===== src/rtl/vga_pkg.sv =====
// vga_pkg: shared raster timing sets and timing-generator FSM encoding.
//   span_t    : one axis of a timing set (active, front porch, sync, back porch)
//   state_t   : generator state (IDLE / RUN / DRAIN)
//   span_total: period of one axis in pixels or lines
package vga_pkg;
  typedef struct packed {
    int unsigned active;
    int unsigned fp;
    int unsigned sync;
    int unsigned bp;
  } span_t;
  typedef enum logic [1:0] {ST_IDLE, ST_RUN, ST_DRAIN} state_t;
  localparam span_t H_640X480  = '{640, 16, 96, 48};
  localparam span_t V_640X480  = '{480, 10, 2, 33};
  localparam span_t H_800X600  = '{800, 40, 128, 88};
  localparam span_t V_800X600  = '{600, 1, 4, 23};
  localparam span_t H_1024X768 = '{1024, 24, 136, 160};
  localparam span_t V_1024X768 = '{768, 3, 6, 29};
  localparam span_t H_1280X720 = '{1280, 110, 40, 220};
  localparam span_t V_1280X720 = '{720, 5, 5, 20};
  function automatic int unsigned span_total(span_t s);
    return s.active + s.fp + s.sync + s.bp;
  endfunction
endpackage


===== src/rtl/vga_sig_delay.sv =====
// vga_sig_delay: WIDTH x DEPTH shift register with asynchronous reset value.
//   clk, rst_n : clock, async active-low reset (loads RST_VAL into every stage)
//   d_i        : input word
//   q_o        : d_i delayed DEPTH cycles (combinational pass-through when DEPTH=0)
module vga_sig_delay #(
  parameter int unsigned      WIDTH   = 1,
  parameter int unsigned      DEPTH   = 1,
  parameter logic [WIDTH-1:0] RST_VAL = '0
) (
  input  logic             clk,
  input  logic             rst_n,
  input  logic [WIDTH-1:0] d_i,
  output logic [WIDTH-1:0] q_o
);
  if (DEPTH == 0) begin : g_pass
    assign q_o = d_i;
  end else begin : g_sr
    localparam int unsigned DW = DEPTH * WIDTH;
    logic [DW-1:0] sr_q;
    // Newest word enters at the bottom; the oldest falls off the top.
    always_ff @(posedge clk or negedge rst_n)
      if (!rst_n) sr_q <= {DEPTH{RST_VAL}};
      else sr_q <= DW'({sr_q, d_i});
    assign q_o = sr_q[DW-1 -: WIDTH];
  end
endmodule


===== src/rtl/vga_timing_gen.sv =====
// vga_timing_gen: parametrised raster timing generator with frame-synchronous run/stop.
//   clk, rst_n   : pixel clock, async active-low reset
//   run_i        : 1 = generate frames, 0 = stop after the current frame
//   hs_o, vs_o   : registered syncs (asserted level HS_POL / VS_POL)
//   de_o         : active video, combinational from the counters
//   x_o, y_o     : raster counters
//   sof_o, eol_o : start-of-frame / end-of-active-line strobes
//   *_d_o        : hs/vs/de delayed PIPE_DLY cycles
//   frame_cnt_o  : completed frames (wraps)
//   busy_o       : generator in RUN or DRAIN
module vga_timing_gen
  import vga_pkg::*;
#(
  parameter int unsigned H_ACTIVE = H_640X480.active,
  parameter int unsigned H_FP     = H_640X480.fp,
  parameter int unsigned H_SYNC   = H_640X480.sync,
  parameter int unsigned H_BP     = H_640X480.bp,
  parameter int unsigned V_ACTIVE = V_640X480.active,
  parameter int unsigned V_FP     = V_640X480.fp,
  parameter int unsigned V_SYNC   = V_640X480.sync,
  parameter int unsigned V_BP     = V_640X480.bp,
  parameter bit          HS_POL   = 1'b0,
  parameter bit          VS_POL   = 1'b0,
  parameter int unsigned CW       = 12,
  parameter int unsigned PIPE_DLY = 2
) (
  input  logic          clk,
  input  logic          rst_n,
  input  logic          run_i,
  output logic          hs_o,
  output logic          vs_o,
  output logic          de_o,
  output logic [CW-1:0] x_o,
  output logic [CW-1:0] y_o,
  output logic          sof_o,
  output logic          eol_o,
  output logic          hs_d_o,
  output logic          vs_d_o,
  output logic          de_d_o,
  output logic [15:0]   frame_cnt_o,
  output logic          busy_o
);
  localparam int unsigned H_TOTAL = H_ACTIVE + H_FP + H_SYNC + H_BP;
  localparam int unsigned V_TOTAL = V_ACTIVE + V_FP + V_SYNC + V_BP;
  localparam logic [CW-1:0] H_MAX  = CW'(H_TOTAL - 1);
  localparam logic [CW-1:0] V_MAX  = CW'(V_TOTAL - 1);
  localparam logic [CW-1:0] H_ACT  = CW'(H_ACTIVE);
  localparam logic [CW-1:0] V_ACT  = CW'(V_ACTIVE);
  localparam logic [CW-1:0] H_EOL  = CW'(H_ACTIVE - 1);
  localparam logic [CW-1:0] HS_BEG = CW'(H_ACTIVE + H_FP);
  localparam logic [CW-1:0] HS_END = CW'(H_ACTIVE + H_FP + H_SYNC - 1);
  localparam logic [CW-1:0] VS_BEG = CW'(V_ACTIVE + V_FP);
  localparam logic [CW-1:0] VS_END = CW'(V_ACTIVE + V_FP + V_SYNC - 1);
  state_t        state_q, state_d;
  logic [CW-1:0] h_q, h_d, v_q, v_d;
  logic [15:0]   fc_q, fc_d;
  logic          hs_q, hs_d, vs_q, vs_d, sof_q, sof_d, eol_q, eol_d;
  logic          busy, frame_end, busy_d;
  // Strobes and syncs are registered from the next counter values so that they
  // line up with the cycle in which x_o/y_o show the matching position.
  always_comb begin
    busy      = state_q != ST_IDLE;
    frame_end = h_q == H_MAX && v_q == V_MAX;
    // Once running, run_i only decides whether the next frame starts; a frame
    // that has begun always completes.
    state_d   = !busy ? (run_i ? ST_RUN : ST_IDLE)
              : run_i ? ST_RUN : frame_end ? ST_IDLE : ST_DRAIN;
    h_d       = !busy || h_q == H_MAX ? '0 : h_q + 1'b1;
    v_d       = !busy ? '0 : h_q != H_MAX ? v_q : v_q == V_MAX ? '0 : v_q + 1'b1;
    fc_d      = busy && frame_end ? fc_q + 1'b1 : fc_q;
    busy_d    = state_d != ST_IDLE;
    hs_d      = busy_d && h_d >= HS_BEG && h_d <= HS_END ? HS_POL : ~HS_POL;
    vs_d      = busy_d && v_d >= VS_BEG && v_d <= VS_END ? VS_POL : ~VS_POL;
    sof_d     = busy_d && h_d == '0 && v_d == '0;
    eol_d     = busy_d && h_d == H_EOL && v_d < V_ACT;
  end
  always_ff @(posedge clk or negedge rst_n)
    if (!rst_n) begin
      state_q <= ST_IDLE;
      h_q     <= '0;
      v_q     <= '0;
      fc_q    <= '0;
      hs_q    <= ~HS_POL;
      vs_q    <= ~VS_POL;
      sof_q   <= 1'b0;
      eol_q   <= 1'b0;
    end else begin
      state_q <= state_d;
      h_q     <= h_d;
      v_q     <= v_d;
      fc_q    <= fc_d;
      hs_q    <= hs_d;
      vs_q    <= vs_d;
      sof_q   <= sof_d;
      eol_q   <= eol_d;
    end
  assign hs_o        = hs_q;
  assign vs_o        = vs_q;
  assign de_o        = busy && h_q < H_ACT && v_q < V_ACT;
  assign x_o         = h_q;
  assign y_o         = v_q;
  assign sof_o       = sof_q;
  assign eol_o       = eol_q;
  assign frame_cnt_o = fc_q;
  assign busy_o      = busy;
  vga_sig_delay #(
    .WIDTH  (3),
    .DEPTH  (PIPE_DLY),
    .RST_VAL({~HS_POL, ~VS_POL, 1'b0})
  ) u_dly (
    .clk  (clk),
    .rst_n(rst_n),
    .d_i  ({hs_o, vs_o, de_o}),
    .q_o  ({hs_d_o, vs_d_o, de_d_o})
  );
endmodule

===== config.mk =====
export PLATFORM = sky130hd
export DESIGN_NAME = vga_timing_gen
export DESIGN_NICKNAME = d
export VERILOG_FILES = /design/src/rtl/vga_pkg.sv /design/src/rtl/vga_sig_delay.sv /design/src/rtl/vga_timing_gen.sv
export SDC_FILE = /design/constraint.sdc
export NUM_CORES = 1
export LEC_CHECK = 0
export CORE_ASPECT_RATIO = 1.5
export CORE_MARGIN = 2
export CORE_UTILIZATION = 35
export DETAILED_ROUTE_END_ITERATION = 16
export PLACE_DENSITY = 0.7
export SKIP_CTS_REPAIR_TIMING = 1
export SLEW_MARGIN = 25
export SYNTH_ARGS = -nofsm -noshare
export SYNTH_HDL_FRONTEND = slang
export SYNTH_SLANG_ARGS = --single-unit

===== constraint.sdc =====
create_clock -name clk -period 2 [get_ports clk]
set_input_delay 0.3 -clock clk [delete_from_list [all_inputs] [get_ports clk]]
set_output_delay 0.3 -clock clk [all_outputs]
set_load 0.02 [all_outputs]

# == Word-level counts from Yosys, hierarchy flattened ==
# Index checks and enable logic that the tools add are counted.
# totals
output_inout_bits,49
in_bits,3
reg_bits,52
elab_cells,51
# op_classes
n_mux,10
add_sub_neg,3
reduce_logical,18
magnitude_cmp,7
n_eq_ne,4
# op_table
cell,n
2-to-1 mux 12 bit,4
equality test 12 x 10 -> 1 bit (second input constant),3
adder 12 x 1 -> 12 bit (second input constant),2
logical NOT 12 bit,2
< comparator 12 x 9 -> 1 bit (second input constant),2
adder 16 x 1 -> 16 bit (second input constant),1
>= comparator 12 x 10 -> 1 bit (second input constant),1
>= comparator 12 x 9 -> 1 bit (second input constant),1
<= comparator 12 x 10 -> 1 bit (second input constant),1
<= comparator 12 x 9 -> 1 bit (second input constant),1
logical AND 1 bit,12
< comparator 12 x 10 -> 1 bit (second input constant),1
!= test 12 x 10 -> 1 bit (second input constant),1
2-to-1 mux 2 bit,3
nonzero test 2 bit,2
2-to-1 mux 1 bit,3
logical NOT 1 bit,1
logical OR 1 bit,1

# == Longest topological paths before layout ==
# depth
depth_word,9
depth_mapped,10
ltp_nobuf,9

# == By module ==
# A second synthesis with hierarchy kept.
# unflattened
hier_cells,266
hier_area_um2,2692.6
# by_module_without_submodules
mod,instances,cells_each,area_per_inst_um2,seq_area_each_um2
vga_timing_gen,1,257,2514.9,1153.6
vga_sig_delay,1,9,177.7,155.1

# == Worst setup path before layout ==
# Ideal clock, no wire load.
# synth_timing
kind,register to register
startpoint,"reg h_q[0], in the netlist x_o[0]"
endpoint,"reg vs_q, in the netlist vs_o"
path_stages_with_launch,8
path_slack_ns,-0.301
synth_period_minus_slack_ns,2.301
t_required_ns,1.907
setup_ns,0.093
t_arrival_ns,2.208
n_path_buf,0
path_cell_list,dfrtp_1 -> ha_1 -> and4_4 -> nand4_4 -> or4_4 -> a21oi_2 -> and4_1 -> nand4_1
# synth_via
word_cells_on_any_way,14
cone_classes,order compare: 2; eq/ne: 2; mux: 6; reduce/logical: 4
# synth_rtl
item,line,text
from (decl),vga_timing_gen.sv:55,"logic [CW-1:0] h_q, h_d, v_q, v_d;"
from (signal assigned),vga_timing_gen.sv:80,h_q <= '0;
from (signal assigned),vga_timing_gen.sv:89,h_q <= h_d;
!= test 12 x 10 -> 1 bit *,vga_timing_gen.sv:69,v_d = !busy ? '0 : h_q != H_MAX ? v_q : v_q == V_MAX ? '0 : v_q + 1'b1;
2-to-1 mux 12 bit * (2 in series),vga_timing_gen.sv:69,
net v_d[8],vga_timing_gen.sv:55,
>= comparator 12 x 9 -> 1 bit,vga_timing_gen.sv:73,vs_d = busy_d && v_d >= VS_BEG && v_d <= VS_END ? VS_POL : ~VS_POL;
logical AND 1 bit,vga_timing_gen.sv:73,
logical AND 1 bit *,vga_timing_gen.sv:73,
2-to-1 mux 1 bit *,vga_timing_gen.sv:73,
net vs_d,vga_timing_gen.sv:57,"logic hs_q, hs_d, vs_q, vs_d, sof_q, sof_d, eol_q, eol_d;"
to (signal assigned),vga_timing_gen.sv:84,vs_q <= ~VS_POL;
to (signal assigned),vga_timing_gen.sv:93,vs_q <= vs_d;
to (decl),vga_timing_gen.sv:57,
# The timed path passes the listed nets; every way through them passes the cells marked *.
# A chain may end at the register's enable or synchronous reset.

# == Worst setup path after layout ==
# layout_timing
startpoint,"reg h_q[10], in the netlist x_o[10]"
endpoint,"reg sof_q, in the netlist sof_o"
# layout_via
elab_chain_cells,8
word_cells_on_any_way,16
cone_classes,add/sub: 1; eq/ne: 2; mux: 6; reduce/logical: 7
# layout_rtl
item,line,text
branches (longest 7 deep; another with adder 12 x 1 -> 12 bit),n/a,
logical AND 1 bit *,vga_timing_gen.sv:74,sof_d = busy_d && h_d == '0 && v_d == '0;
net sof_d,vga_timing_gen.sv:57,
to (signal assigned),vga_timing_gen.sv:85,sof_q <= 1'b0;
to (signal assigned),vga_timing_gen.sv:94,sof_q <= sof_d;
to (decl),vga_timing_gen.sv:57,
# Mark *: on every way through the listed nets, which the timed path passes.

==> reports/qor.json <==
{
  "syn-mean-instance-area": {"value": 10.41, "unit": "um2"},
  "route.antenna.remaining_nets": {"value": 0},
  "grt_max_degree": {"value": 23},
  "detail_route.iter0.violations": {"value": 172},
  "clk_pin_slew_worst_paths": {"value": 70, "unit": "ps"},
  "period_share": {"value": 107.0, "unit": "%"},
  "vias_per_cell": {"value": 5.038},
  "timing.critical_path.arrival": {"value": 2350, "unit": "ps"},
  "total_wirelength": {"value": 7.054, "unit": "mm"},
  "finalHoldWorstSlack": {"value": 354.1, "unit": "ps"},
  "dieHeight": {"value": 111.1, "unit": "um"},
  "synth-edff-count": {"value": 0},
  "launching_element_type_of_the_critical_path": {"value": "flip-flop"},
  "final_nets": {"value": 384},
  "hold_viol": {"value": 0},
  "vias_in_the_first_global_route": {"value": 2422},
  "most-common-layout-cells": {"value": "buf_4, clkdlybuf4s50_1, dfrtp_1"},
  "reg2reg_slack": {"value": -140, "unit": "ps"},
  "core": {"value": 7515, "unit": "um2"},
  "total_leakage_power": {"value": 1.728, "unit": "nW"},
  "status": {"value": "finished with violations"},
  "num_rows": {"value": 39},
  "rsz_0062_raised_after_global_routing": {"value": "true"},
  "tritoncts.num_buffers": {"value": 5},
  "cts.htree.levels": {"value": 2},
  "flip_flop_and_latch_count_after_synthesis": {"value": 52},
  "clockRootBuffer": {"value": "clkbuf_16"},
  "ff_latch_area": {"value": 1320, "unit": "um2"},
  "netlist_instances": {"value": 257},
  "floorplan.io_pins": {"value": 52},
  "maxSlewHeadroom": {"value": 69.16, "unit": "%"},
  "die-width": {"value": 75.40, "unit": "um"},
  "synth.net_count": {"value": 264},
  "drt_first_pass_iters": {"value": 5},
  "multi_input_comb_area": {"value": 1475, "unit": "um2"},
  "netlist-cell-type-count": {"value": 54},
  "synth.yosys.seq_area_share": {"value": 48.90, "unit": "%"},
  "clock_latency": {"value": 290, "unit": "ps"},
  "design_power_total": {"value": 0.002350, "unit": "W"},
  "insertedDiodeCount": {"value": 0},
  "tightestPinTransition": {"value": 462.6, "unit": "ps"},
  "power_density": {"value": 560.8, "unit": "nW/um2"},
  "synthArstFlopShare": {"value": 100.0, "unit": "%"},
  "detail_route.drc_violations": {"value": 0},
  "post_drt_wl_per_cell": {"value": 14.70, "unit": "um"},
  "maxClockFrequency": {"value": 0.4673, "unit": "GHz"},
  "grt-ovfl-total": {"value": 0},
  "antenna_found_initial": {"value": 0},
  "filler_cell_count": {"value": 653},
  "timing.final.setup_violations": {"value": 13},
  "timing_max_transition_violations_final": {"value": 0},
  "worst_ir_drop_vdd": {"value": 0.3509, "unit": "mV"},
  "design.die.area": {"value": 8377, "unit": "um2"},
  "synth.yosys.warnings": {"value": 0},
  "drive_gt1_share": {"value": 36.51, "unit": "%"},
  "gr-usage-all-layers": {"value": 17.43, "unit": "%"},
  "worstPathMaxFanout": {"value": 5},
  "timing.final.ws_setup": {"value": -139.8, "unit": "ps"},
  "synth.cell_area": {"value": 2676, "unit": "um2"},
  "critPathCaptureType": {"value": "flip-flop"},
  "areaGrowthSynthToFinish": {"value": 56.57, "unit": "%"},
  "synth_flop_cell": {"value": "dfrtp_1"},
  "crit_required": {"value": 2210, "unit": "ps"},
  "initial_core_util": {"value": 35.61, "unit": "%"},
  "worst_hold_path_type": {"value": "flip-flop to flip-flop"},
  "mostFrequentLayoutCell": {"value": "buf_4"},
  "grt_first_pass_wirelength": {"value": 11.42, "unit": "mm"},
  "hpwl": {"value": 5.218, "unit": "mm"},
  "failed_checks": {"value": "negative setup slack"},
  "start_to_end_type_of_the_worst_setup_path": {"value": "flip-flop to flip-flop"},
  "period_needed": {"value": 2140, "unit": "ps"},
  "via_total_after_detailed_routing": {"value": 2418},
  "io_buffer_count": {"value": 51},
  "finClkSkew": {"value": 5.599, "unit": "ps"},
  "finalSetupTns": {"value": -744.7, "unit": "ps"},
  "cts_buffer_depth": {"value": 2},
  "cts_tree": {"value": "built"},
  "clock_sinks": {"value": 52},
  "drv.max_cap_violation_count": {"value": 0},
  "gp_congestion": {"value": 0.8381}
}
[flip-flops by register name (all words and copies together), names as in the netlist]
name             cells
eol_o                1
hs_o                 1
y_o                 12
frame_cnt_o         16
state_q              2
u_dly.g_sr.sr_q      6
vs_o                 1
sof_o                1
x_o                 12
[cell type report]
cell class	instances	share of cell area, %
multi-input cells	187	35.20
flip-flops and latches	52	31.50
repair buffers	121	25.77
well taps	102	3.046
clock buffers	5	2.986
inverters	10	0.8958
clock inverters	3	0.5972
[synth_stat cells (all sizes together) (5+ instances only)]
| cell | n | area share (%) |
|---|---|---|
| dfrtp | 46 | 43 |
| xor2 | 5 | 1.6 |
| dfstp | 6 | 5.9 |
| nor3 | 13 | 3.3 |
| o21ai | 8 | 1.6 |
| buf | 6 | 2.1 |
| nor2 | 30 | 4.3 |
| xnor2 | 28 | 9.2 |
| inv | 10 | 1.4 |
| nand2 | 17 | 2.4 |
| nand3 | 17 | 3.6 |
| a21oi | 9 | 2.1 |
| and4 | 5 | 1.7 |
| nand4 | 12 | 3.6 |
[final timing paths]
check	cells past startpoint	startpoint	endpoint
max	7	x_o[10]$_DFF_PN0_	sof_o$_DFF_PN0_
min	0	u_dly.g_sr.sr_q[0]$_DFF_PN0_	u_dly.g_sr.sr_q[3]$_DFF_PN0_
max reg2reg	7	x_o[10]$_DFF_PN0_	sof_o$_DFF_PN0_
min reg2reg	0	u_dly.g_sr.sr_q[0]$_DFF_PN0_	u_dly.g_sr.sr_q[3]$_DFF_PN0_
max in group asynchronous	3	rst_n	vs_o$_DFF_PN1_
min in group asynchronous	2	rst_n	frame_cnt_o[15]$_DFFE_PN0P_
[where the power goes]
| part | internal [W] | switching (W) | leakage (nW) | total (W) |
|---|---|---|---|---|
| Clock | 0.000473 | 0.000401 | 0.0708 | 0.000874 |
| Combinational | 0.000177 | 0.000189 | 0.981 | 0.000366 |
| Sequential | 0.00108 | 0.0000256 | 0.676 | 0.00111 |
| Total | 0.00173 | 0.000616 | 1.73 | 0.00235 |
[metrics by stage]
step / cell area (um2) / util, % / worst slack, ps / cells
2_1_floorplan: 2748 / - / -20.70 / 257
3_3_place_gp: 3754 / 49.95 / -116.3 / 460
3_5_place_dp: 3754 / 49.95 / -159.8 / 460
4_1_cts: 3904 / 51.95 / -372.0 / 468
5_1_grt: 4190 / 55.76 / -226.2 / 480
6_report: 4190 / 55.76 / -139.8 / 480
[worst max-delay path: stages, from the launching register on]
cell	delay (ps)
dfrtp_2	430
and4bb_4	430
nand4_1	170
or3_1	330
o21ai_1	150
a21o_1	170
o311a_4	200
nor3b_4	180
[metal layers]
layer	wire length (um)	vias to the layer above	track usage [%]
met5	0	-	0
met4	157	0	7.018
met3	198	12	3.182
met2	3828	57	27.94
met1	2871	1195	22.68
li1	-	1154	-
[cells by family after synthesis]
logic type / count (synthesis) / synth area share (%)
compound gates: 30 / 7.481
fa+ha+maj: 4 / 1.870
buf+inv: 18 / 4.114
flops: 52 / 48.90
mux: 1 / 0.4207
xor+xnor: 33 / 10.80
simple gates: 119 / 26.41
(Power assumes the default switching activity.)
